--- config.mk ---
export PLATFORM = sky130hd
export DESIGN_NAME = i2c_master
export DESIGN_NICKNAME = d
export VERILOG_FILES = /design/src/rtl/i2c_master.sv
export SDC_FILE = /design/constraint.sdc
export NUM_CORES = 1
export LEC_CHECK = 0
export ABC_AREA = 1
export ABC_CLOCK_PERIOD_IN_PS = 2400
export CAP_MARGIN = 10
export CORE_MARGIN = 2
export CORE_UTILIZATION = 43
export CTS_BUF_LIST = sky130_fd_sc_hd__clkbuf_16
export CTS_CLUSTER_DIAMETER = 40
export CTS_CLUSTER_SIZE = 12
export DETAILED_ROUTE_END_ITERATION = 8
export HOLD_SLACK_MARGIN = 0.05
export SLEW_MARGIN = 20
export SYNTH_ARGS = -nofsm -noshare
export SYNTH_HDL_FRONTEND = slang
export SYNTH_SLANG_ARGS = --single-unit
export TNS_END_PERCENT = 10
--- constraint.sdc ---
create_clock -name clk_i -period 2.4 [get_ports clk_i]
set_input_delay 0.24 -clock clk_i [delete_from_list [all_inputs] [get_ports clk_i]]
set_output_delay 0.24 -clock clk_i [all_outputs]
set_load 0.01 [all_outputs]
--- src/rtl/i2c_master.sv ---
// Single-master I2C controller: one single-byte write or read per command, open-drain
// SCL/SDA enables, slave clock stretching honoured and slave ACK/NACK reported.
module i2c_master #(
    parameter int CLK_DIV = 250
) (
    input  logic       clk_i,
    input  logic       reset_i,
    input  logic       start_i,
    input  logic [6:0] addr_i,
    input  logic       rnw_i,
    input  logic [7:0] wdata_i,
    output logic [7:0] rdata_o,
    output logic       busy_o,
    output logic       done_o,
    output logic       nack_o,
    input  logic       scl_i,
    output logic       scl_o,
    input  logic       sda_i,
    output logic       sda_o
);
    localparam int CW = $clog2(CLK_DIV);
    localparam logic [CW-1:0] Q_LAST = CW'(CLK_DIV - 1);

    typedef enum logic [2:0] {
        IDLE, START, ADDR, ADDR_ACK, DATA, DATA_ACK, STOP, DONE
    } state_t;

    state_t        state;
    state_t        nstate;
    logic [CW-1:0] qcnt;
    logic [1:0]    quarter;
    logic [1:0]    nquarter;
    logic [2:0]    bit_idx;
    logic [2:0]    nbit;
    logic [7:0]    tx_addr;
    logic [7:0]    tx_data;
    logic [7:0]    rx_shift;
    logic          rnw;
    logic          sda_smp;
    logic          slot;
    logic          stall;
    logic          q_wrap;
    logic          nsda_bit;

    // {scl, sda} levels for a given position in the transaction (1 = release).
    function automatic logic [1:0] drive(state_t s, logic [1:0] q, logic b);
        logic [1:0] lv;
        case (s)
            START:              lv = (q == 2'd0) ? 2'b11 : ((q == 2'd3) ? 2'b00 : 2'b10);
            ADDR, DATA:         lv = {q[1], b};
            ADDR_ACK, DATA_ACK: lv = {q[1], 1'b1};
            STOP:               lv = (q == 2'd0) ? 2'b00 : ((q == 2'd3) ? 2'b11 : 2'b10);
            default:            lv = 2'b11;
        endcase
        return lv;
    endfunction

    // Position the sequencer moves to when the current quarter ends.
    always_comb begin
        slot     = (state == ADDR) || (state == ADDR_ACK) || (state == DATA) || (state == DATA_ACK);
        stall    = ((slot && quarter == 2'd2) || (state == STOP && quarter == 2'd1)) && !scl_i;
        q_wrap   = (qcnt == Q_LAST) && !stall;
        nstate   = state;
        nquarter = quarter;
        nbit     = bit_idx;
        if (q_wrap && state != IDLE && state != DONE) begin
            nquarter = quarter + 2'd1;
            if (quarter == 2'd3) begin
                case (state)
                    START:    begin nstate = ADDR; nbit = 3'd7; end
                    ADDR:     if (bit_idx == 3'd0) nstate = ADDR_ACK; else nbit = bit_idx - 3'd1;
                    ADDR_ACK: if (sda_smp) nstate = STOP; else begin nstate = DATA; nbit = 3'd7; end
                    DATA:     if (bit_idx == 3'd0) nstate = DATA_ACK; else nbit = bit_idx - 3'd1;
                    DATA_ACK: nstate = STOP;
                    STOP:     nstate = DONE;
                    default:  nstate = state;
                endcase
            end
        end
        nsda_bit = (nstate == ADDR) ? tx_addr[nbit] : (rnw | tx_data[nbit]);
    end

    always_ff @(posedge clk_i) begin
        if (reset_i) begin
            state    <= IDLE;
            qcnt     <= '0;
            quarter  <= 2'd0;
            bit_idx  <= 3'd0;
            tx_addr  <= 8'h00;
            tx_data  <= 8'h00;
            rx_shift <= 8'h00;
            rnw      <= 1'b0;
            sda_smp  <= 1'b0;
            rdata_o  <= 8'h00;
            busy_o   <= 1'b0;
            done_o   <= 1'b0;
            nack_o   <= 1'b0;
            scl_o    <= 1'b1;
            sda_o    <= 1'b1;
        end else begin
            done_o <= 1'b0;
            case (state)
                IDLE: begin
                    if (start_i) begin
                        tx_addr <= {addr_i, rnw_i};
                        tx_data <= wdata_i;
                        rnw     <= rnw_i;
                        nack_o  <= 1'b0;
                        busy_o  <= 1'b1;
                        qcnt    <= '0;
                        quarter <= 2'd0;
                        state   <= START;
                        scl_o   <= 1'b1;
                        sda_o   <= 1'b1;
                    end
                end
                DONE: begin
                    busy_o <= 1'b0;
                    state  <= IDLE;
                end
                default: begin
                    if (q_wrap) qcnt <= '0;
                    else if (!stall) qcnt <= qcnt + 1'b1;
                    state   <= nstate;
                    quarter <= nquarter;
                    bit_idx <= nbit;
                    {scl_o, sda_o} <= drive(nstate, nquarter, nsda_bit);
                    // SDA is sampled on the final cycle of the SCL-high Q2 quarter.
                    if (slot && quarter == 2'd2 && q_wrap) begin
                        sda_smp <= sda_i;
                        if (state == DATA && rnw) rx_shift <= {rx_shift[6:0], sda_i};
                    end
                    if (q_wrap && quarter == 2'd3) begin
                        if (state == ADDR_ACK && sda_smp) nack_o <= 1'b1;
                        if (state == DATA_ACK) begin
                            if (rnw) rdata_o <= rx_shift;
                            else if (sda_smp) nack_o <= 1'b1;
                        end
                        if (state == STOP) done_o <= 1'b1;
                    end
                end
            endcase
        end
    end
endmodule

Word-level counts from Yosys, hierarchy flattened
Cells that the tools add are included.
W data, S select, Z words.
{ "totals": {"regBits": 55, "inputBits": 21, "output_inout_bits": 13, "elab_cells": 121} }
{ "op_classes": {"addsub": 3, "n_lt_le_gt_ge": 1, "mux": 42, "bitwise": 4, "n_eq_ne": 21, "n_reduce_logical": 35} }
{ "op_table": {"columns": ["op", "count"], "rows": [
  ["$mux W3", 9],
  ["$mux W8", 3],
  ["$eq A3 B3 Y1 const B", 7],
  ["$pmux W3 S6", 1],
  ["$pmux W8 S2", 1],
  ["$eq A3 B2 Y1 const B", 4],
  ["$mux W1", 12],
  ["$mux W2", 6],
  ["$logic_and A1 B1 Y1", 10],
  ["$pmux W3 S3", 1],
  ["$reduce_and A3 Y1", 3],
  ["$add A8 B1 Y8 const B", 1],
  ["$eq A8 B8 Y1 const B", 1],
  ["$pmux W1 S2", 4],
  ["$pmux W2 S4", 1],
  ["$reduce_and A2 Y1", 4],
  ["$reduce_or A2 Y1", 4],
  ["$bmux W1 S3", 2],
  ["$eq A2 B2 Y1 const B", 3],
  ["$eq A3 B1 Y1 const B", 2],
  ["$logic_not A3 Y1", 2],
  ["$pmux W3 S2", 1],
  ["$logic_or A1 B1 Y1", 4],
  ["$lt A3 B4 Y1 const B", 1],
  ["other kinds (15)", 19]
]} }

Depth between registers and ports, before layout
Gate-level depths: netlist (run 1).
{ "depth": {"ltp_word": 18, "ltp_mapped": 19, "depth_no_buf": 19} }

Worst setup path before layout (run 1)
Ideal clock, no wire load.
{ "synth_timing": {"path_type": "flip-flop to flip-flop", "start": "reg quarter[0]", "end": "reg sda_o", "stages_incl_launch_ff": 19, "setup_time_ns": 0.115, "required_ns": 2.285, "period_less_slack_ns": 1.895, "n_path_buf": 0, "setup_slack_ns": 0.505, "arrival_ns": 1.780, "path_cell_list": "dfxtp_1 -> inv_1 -> ha_1 -> nand3_2 -> nand2_1 -> nand2_2 -> nand3_2 -> nor2_1 -> nand2_1 -> nand2_2 -> inv_1 -> nand2_1 -> nand2_1 -> o211ai_1 -> nand2_1 -> nor2_1 -> nand2_1 -> nand2_1 -> nand2_1"} }
{ "synth_between": {"elab_chain_cells": 15, "word_cells_on_any_way": 38, "classes_between": "1 x add/sub; 10 x eq/ne; 15 x mux; 1 x bitwise; 11 x reduce/logical"} }
{ "synth_rtl": {"columns": ["item", "line_no", "rtl"], "rows": [
  ["start: declaration", "31", "logic [1:0] quarter;"],
  ["start signal: assignment", "125", "quarter <= nquarter;"],
  ["$eq A2 B2 Y1 or $eq A2 B1 Y1 (tied branches)", "61", "stall = ((slot && quarter == 2'd2) || (state == STOP && quarter == 2'd1)) && !scl_i;"],
  ["$logic_and A1 B1 Y1", "61", null],
  ["$logic_or A1 B1 Y1", "61", null],
  ["$logic_and A1 B1 Y1", "61", null],
  ["$logic_not A1 Y1", null, null],
  ["$logic_and A1 B1 Y1", "62", "q_wrap = (qcnt == Q_LAST) && !stall;"],
  ["$logic_and A1 B1 Y1 (2 in a row)", "66", "if (q_wrap && state != IDLE && state != DONE) begin"],
  ["$mux W3", "66", null],
  ["$bmux W1 S3", "80", "nsda_bit = (nstate == ADDR) ? tx_addr[nbit] : (rnw | tx_data[nbit]);"],
  ["$mux W1 (not written as such)", "80", null],
  ["$or A1 B1 Y1", "80", null],
  ["$mux W1", "80", null],
  ["$pmux W2 S4 (*)", "48", "case (s)"],
  ["$pmux W1 S2 (*)", "102", "case (state)"],
  ["end signal: assignment", "127", "{scl_o, sda_o} <= drive(nstate, nquarter, nsda_bit);"],
  ["end: declaration", "19", "output logic sda_o"]
]} }
Mark *: on every way between the ends. The rest lies on a longest branch, timed or not. The select of a mux whose other input is x is not followed.
A chain may end at the register's enable or synchronous reset.

Final worst setup path (run 1)
Same ends and word-level chain as after synthesis.

==> flow_summary_export.csv, run 1 <==
group,metric,value,unit
final_layout,syn2layout_area_growth,24.3,%
worst_setup_path,worstSetupStartpoint,"quarter[0]$_SDFFE_PP0P_",
die,die_y,82.2,um
power,vdd_drop_max,0.313,mV
route,vias,2455,
worst_setup_path,cp-end-kind,"register",
final_layout,nNetsFinal,444,
yosys,ys_async_sr_fraction,0,%
route,postRouteWirelength,6070,um
yosys,ys_warn_count,0,
final_layout,drive_gt1_share,9.83,%
yosys,synthFlopType,"dfxtp_1",
timing,rsz0062_at_grt,"no",
power,seqPwrFrac,51.2,%
cts,root_buffer,"clkbuf_16",
final_layout,ff_latch_area,1080,sq um
cts,htreeDepth,2,
worst_setup_path,cp_slowest_cell,"dfxtp_2",
worst_hold_path,hp-start,"rx_shift[7]$_SDFFE_PP0P_",
global_routing,grt_pass1_vias,2214,
route,viasPerCell,4.99,
worst_setup_path,worstPathRequired,2.59,ns
worst_setup_path,cp_cell_sequence,"inv_1 > ha_1 > nand3_2 > nand2_1 > nand2_2 > nand4_1 > buf_4 > o21ai_4 > inv_2 > nand3_1 > nand2_1 > nand2_1 > nand3_1 > nand3_1 > nand2_1 > nand2_1 > nand2_1",
route,dr.pass1.iters,4,
yosys,synth.yosys.seq_area_share,41.1,%
timing,finalSetupTns,0,ns
final_layout,fillers,586,
global_routing,grt_max_degree,22,
die,start_util,44.4,%
timing,max_freq,0.463,GHz
yosys,syn-cell-area,2630,sq um
yosys,synth_fp_nets,403,
worst_setup_path,crit_arrival,2.34,ns
yosys,synth_cell_types,31,
flow_run,maxCapViolations,0,
global_routing,grtUsageTotal,19.0,%
place,pre_cts_ws,0.0777,ns
timing,final_max_slew_viol_count,0,
die,rows,28,
yosys,syn_area_per_cell,7.01,sq um
power,p_leak,1.36,nW
yosys,synth_edf_count,0,
place,placedCellCount,482,
final_layout,final_cell_mix,"74 x inv_1, 62 x nand2_1, 51 x dfxtp_1",
power,internal-power,0.00138,W
cts,clock_sinks,54,
timing,relSlewSlack,69.5,%
route,drtIter0Drc,175,
timing,fin_worst_skew,0.00730,ns
power,power_density,557,nW/um^2
yosys,synthCells,375,
worst_setup_path,critPathKind,"reg2reg",
power,swShare,24.0,%
power,net-switching-power,0.000438,W
cts,clk-insertion-delay-late,0.29,ns
worst_setup_path,crit_top_cell,"nand2_1",
die,die_area,6760,sq um
final_layout,n_antenna_cell,0,
global_routing,grt_pass1_wl,9960,um
place,io_buffers,33,
power,clkPwrFrac,40.3,%
global_routing,antenna_found_initial,0,
die,ios,34,
timing,max_slew.worst_pin.slew,0.454,ns
worst_hold_path,hold_class,"reg2reg",
worst_setup_path,start_kind,"register",
final_layout,multi_input_area,1260,sq um
timing,post-route-min-period,2.16,ns
power,combPwrFrac,8.6,%
route,wl_per_cell,12.3,um
power,p_total,0.00182,W
final_layout,final_cells,492,
place,finalWeightedCongestion,0.899,
final_layout,final_common_cell,"inv_1",
worst_setup_path,cpPeakStageDelay,0.36,ns
cts,tritoncts,"built",
timing,hold_viol,0,
yosys,ys_seq_elements,54,
cts,clk_path_buf_depth,2,
place,dp_hpwl,4370,um
cts,clk_pin_slew_worst_paths,0.07,ns
timing,timing.final.ws_setup,0.242,ns
die,die_x,82.2,um
run_status,status,"finished clean",
worst_setup_path,cp_max_fo,6,
timing,finalCritPeriodShare,89.9,%
timing,setup_viol,0,
global_routing,overflow,0,
worst_setup_path,reg2reg_from,"quarter[0]$_SDFFE_PP0P_",
route,drc,0,
die,core-area,5920,sq um
route,drtAntennaViolNets,0,
cts,cts_buffers,5,
[cell usage after synthesis, types with 2 or more instances]
library cell | n | area (sq um)
a21oi_1 | 25 | 125
buf_2 | 2 | 10.0
clkbuf_1 | 5 | 18.8
dfxtp_1 | 54 | 1080
ha_1 | 7 | 87.6
inv_1 | 74 | 278
inv_2 | 4 | 15.0
nand2_1 | 61 | 229
nand2_2 | 6 | 37.5
nand3_1 | 30 | 150
nand3_2 | 2 | 20.0
nand4_1 | 6 | 37.5
nor2_1 | 30 | 113
nor3_1 | 3 | 15.0
nor3b_1 | 3 | 22.5
o211ai_1 | 3 | 22.5
o21ai_0 | 25 | 125
o21ai_1 | 3 | 15.0
o21ai_2 | 2 | 17.5
o22ai_1 | 18 | 113
xor2_1 | 2 | 17.5
[power groups by stage]
stage | logic (W) | clock network (W) | registers, W
floorplan | 0.0000885 | 0 | 0.000951
global placement | 0.000152 | 0 | 0.000954
detailed placement | 0.000152 | 0 | 0.000954
CTS | 0.000154 | 0.000757 | 0.000933
global route | 0.000177 | 0.000785 | 0.000937
finish | 0.000156 | 0.000734 | 0.000933
[cell families after synthesis]
| logic type | count (synthesis) | share of synthesized area, % |
|---|---|---|
| fa+ha+maj | 7 | 3.33 |
| buf+inv | 86 | 12.5 |
| xor+xnor | 3 | 0.999 |
| flops | 54 | 41.1 |
| simple gates | 145 | 25.0 |
| compound gates | 80 | 17.0 |
[what timing repair did]
item	CTS	global route
setup endpoints to repair	0	2
hold buffers	0	0
buffers inserted	0	1
gates resized for setup	0	11
[registers in the layout, summed over array words and instances (netlist names)]
signal,count
nack_o,1
done_o,1
tx_addr,8
rx_shift,8
sda_smp,1
sda_o,1
tx_data,8
qcnt,8
quarter,2
rdata_o,8
busy_o,1
scl_o,1
bit_idx,3
state,3
[through the flow]
step                      area [sq um]  utilization (%)  hold slack (ns)
after global routing              3270             55.2            0.482
after global placement            3070             51.9            0.435
final                             3270             55.2            0.447
after CTS                         3220             54.4            0.451
after detailed placement          3070             51.9            0.439
after floorplan                   2630                -            0.396
[worst max-delay path: cells and delay by family, from the launching register on]
family | cells | cell delay (ns)
simple gates | 12 | 0.85
fa+ha+maj | 1 | 0.21
compound gates | 1 | 0.26
buf+inv | 3 | 0.36
flops | 1 | 0.36
[routing by layer]
metal | global-route usage [%] | wire, um | vias to the layer above | part of all wire (%)
met2 | 29.9 | 2720 | 32 | 45
met5 | 0 | 0 | - | 0
li1 | - | - | 1296 | -
met1 | 26.6 | 3160 | 1125 | 52
met4 | 4.00 | 30 | 0 | 0.49
met3 | 4.02 | 159 | 2 | 2.6
[area by class of cell]
cell class	count	share of cell area [%]
multi-input cells	236	38.5
clock buffers	5	3.83
well taps	75	2.87
flip-flops and latches	54	33.2
inverters	78	8.96
repair buffers	41	11.9
clock inverters	3	0.765
[final timing paths]
check	to	slack, ns	depth (start not counted)
worst max-delay path	sda_o$_SDFFE_PP1P_	0.24	17
worst min-delay path	rdata_o[7]$_SDFFE_PP0P_	0.45	2
worst max register to register	sda_o$_SDFFE_PP1P_	0.24	17
worst min register to register	rdata_o[7]$_SDFFE_PP0P_	0.45	2
No activity file was read; power rests on OpenSTA's default activity.
==> run 2, diff against run 1 <==
--- a/config.mk
+++ b/config.mk
@@ -6,7 +6,7 @@
 export NUM_CORES = 1
 export LEC_CHECK = 0
 export ABC_AREA = 1
-export ABC_CLOCK_PERIOD_IN_PS = 2400
+export ABC_CLOCK_PERIOD_IN_PS = 2200
 export CAP_MARGIN = 10
 export CORE_MARGIN = 2
 export CORE_UTILIZATION = 43
==> constraint.sdc (replaced) <==
create_clock -name clk_i -period 2.2 [get_ports clk_i]
set_input_delay 0.22 -clock clk_i [delete_from_list [all_inputs] [get_ports clk_i]]
set_output_delay 0.22 -clock clk_i [all_outputs]
set_load 0.01 [all_outputs]
==> run 2 against run 1 <==
Compared with the run above:
- register-to-register slack worse by 0.19 ns
- final area is 8.8% higher
- highest routed layer unchanged
- routed wire length is 3.7% higher
- largest cell class unchanged
- global-route usage is 0.12 points higher
- largest power group unchanged
- critical endpoint unchanged
==> flow_summary_export.csv, run 2 (same netlist as run 1, synthesis figures left out) <==
group,metric,value,unit
run_status,status,"finished clean",
die,core-area,5920,sq um
power,vdd_drop_max,0.357,mV
final_layout,nNetsFinal,468,
route,vias,2554,
cts,cts_buffers,5,
worst_setup_path,crit_arrival,2.33,ns
worst_setup_path,start_kind,"register",
worst_setup_path,reg2reg_from,"qcnt[1]$_SDFFE_PP0P_",
timing,timing.final.ws_setup,0.0505,ns
route,drtIter0Drc,138,
cts,clk-insertion-delay-late,0.29,ns
cts,tritoncts,"built",
flow_run,maxCapViolations,0,
power,power_density,590,nW/um^2
timing,final_max_slew_viol_count,0,
die,rows,28,
place,io_buffers,33,
timing,fin_hold_ws,0.450,ns
die,die_area,6760,sq um
die,start_util,44.4,%
route,drtAntennaViolNets,0,
global_routing,grt_max_degree,22,
timing,relSlewSlack,81.6,%
final_layout,final_cell_mix,"70 x inv_1, 57 x nand2_1, 49 x dfxtp_1",
timing,finalSetupTns,0,ns
worst_hold_path,hp-start,"rx_shift[7]$_SDFFE_PP0P_",
global_routing,grt_pass1_vias,2320,
final_layout,drive_gt1_share,19.0,%
cts,clk_path_buf_depth,2,
timing,post-route-min-period,2.15,ns
timing,setup_viol,0,
timing,max_slew.worst_pin.slew,0.274,ns
final_layout,syn2layout_area_growth,35.3,%
power,p_leak,1.50,nW
route,viasPerCell,4.95,
route,top_layer_used,"met4",
die,ios,34,
final_layout,final_common_cell,"inv_1",
worst_setup_path,cp_max_fo,6,
die,die_x,82.2,um
route,dr.pass1.iters,4,
route,drc,0,
route,met1Wirelength,3160,um
timing,rsz0062_at_grt,"yes",
timing,hold_viol,0,
place,dp_hpwl,4450,um
cts,htreeDepth,2,
route,dr_wl_met3,218,um
route,postRouteWirelength,6290,um
global_routing,overflow,0,
timing,finalCritPeriodShare,97.7,%
worst_setup_path,worstSetupStartpoint,"qcnt[1]$_SDFFE_PP0P_",
final_layout,n_antenna_cell,0,
die,die_y,82.2,um
worst_setup_path,worstPathRequired,2.38,ns
worst_setup_path,critPathKind,"reg2reg",
worst_setup_path,cp-end-kind,"register",
global_routing,grtUsageTotal,19.1,%
cts,clock_sinks,54,
timing,max_freq,0.465,GHz
route,wl_met2,2870,um
global_routing,grt_pass1_wl,10100,um
place,pre_cts_ws,-0.130,ns
global_routing,antenna_found_initial,0,
place,finalWeightedCongestion,0.842,
worst_hold_path,hold_class,"reg2reg",
cts,clk_pin_slew_worst_paths,0.07,ns
timing,fin_worst_skew,0.00957,ns
cts,root_buffer,"clkbuf_16",
route,wl_per_cell,12.2,um
## run 2: worst max-delay path: stages (launching register included)
cell and delay (ns):
dfxtp_2 0.32, inv_2 0.06, ha_4 0.11, nand4_1 0.08, nor2_2 0.20, buf_4 0.14, nand4_1 0.11, buf_6 0.17
o21ai_4 0.25, nand3_1 0.15, nand3_1 0.14, nand3_2 0.11, nand3_2 0.07, nand2_1 0.04, nand2_1 0.05, nand2_1 0.04
## run 2: worst paths after layout
kind	depth (start not counted)	end	slack, ns
hold reg to reg	2	rdata_o[7]$_SDFFE_PP0P_	0.45
hold / removal	2	rdata_o[7]$_SDFFE_PP0P_	0.45
setup reg to reg	15	sda_o$_SDFFE_PP1P_	0.05
setup / recovery	15	sda_o$_SDFFE_PP1P_	0.05
## run 2: per-layer routing
metal / vias up / global-route usage (%)
li1: 1341 / -
met1: 1167 / 26.1
met4: 0 / 3.17
met2: 42 / 31.5
met5: - / 0
met3: 4 / 3.80
## run 2: timing repair
| action | 4_1_cts | 5_1_grt |
|---|---|---|
| setup buffers | 1 | 3 |
| hold buffers | 0 | 0 |
| hold endpoints to repair | 0 | 0 |
| cloned | 1 | 0 |
| endpoints found under the setup margin | 1 | 9 |
| pin swaps | 3 | 16 |
| resized for setup | 7 | 30 |
## run 2: final cells by class
class / count / area [sq um]
Timing Repair Buffer: 65 / 574
Tap cell: 75 / 93.8
Inverter: 78 / 293
Clock inverter: 3 / 41.3
Clock buffer: 5 / 125
Fill cell: 555 / 2360
Multi-Input combinational cell: 236 / 1340
Sequential cell: 54 / 1090
## run 2: report_power, final
part / switching, W / internal [W] / total (W)
combinational: 0.000100 / 0.0000980 / 0.000198
sequential: 0.0000143 / 0.00100 / 0.00102
clock: 0.000351 / 0.000533 / 0.000884
## run 2: per-stage QoR
step / instances / total power (W) / utilization (%) / cell area (sq um)
floorplan: 375 / 0.00113 / - / 2630
global placement: 503 / 0.00122 / 54.5 / 3230
detailed placement: 503 / 0.00122 / 54.5 / 3230
CTS: 513 / 0.00211 / 58.1 / 3440
global route: 516 / 0.00217 / 60.1 / 3560
finish: 516 / 0.00210 / 60.1 / 3560
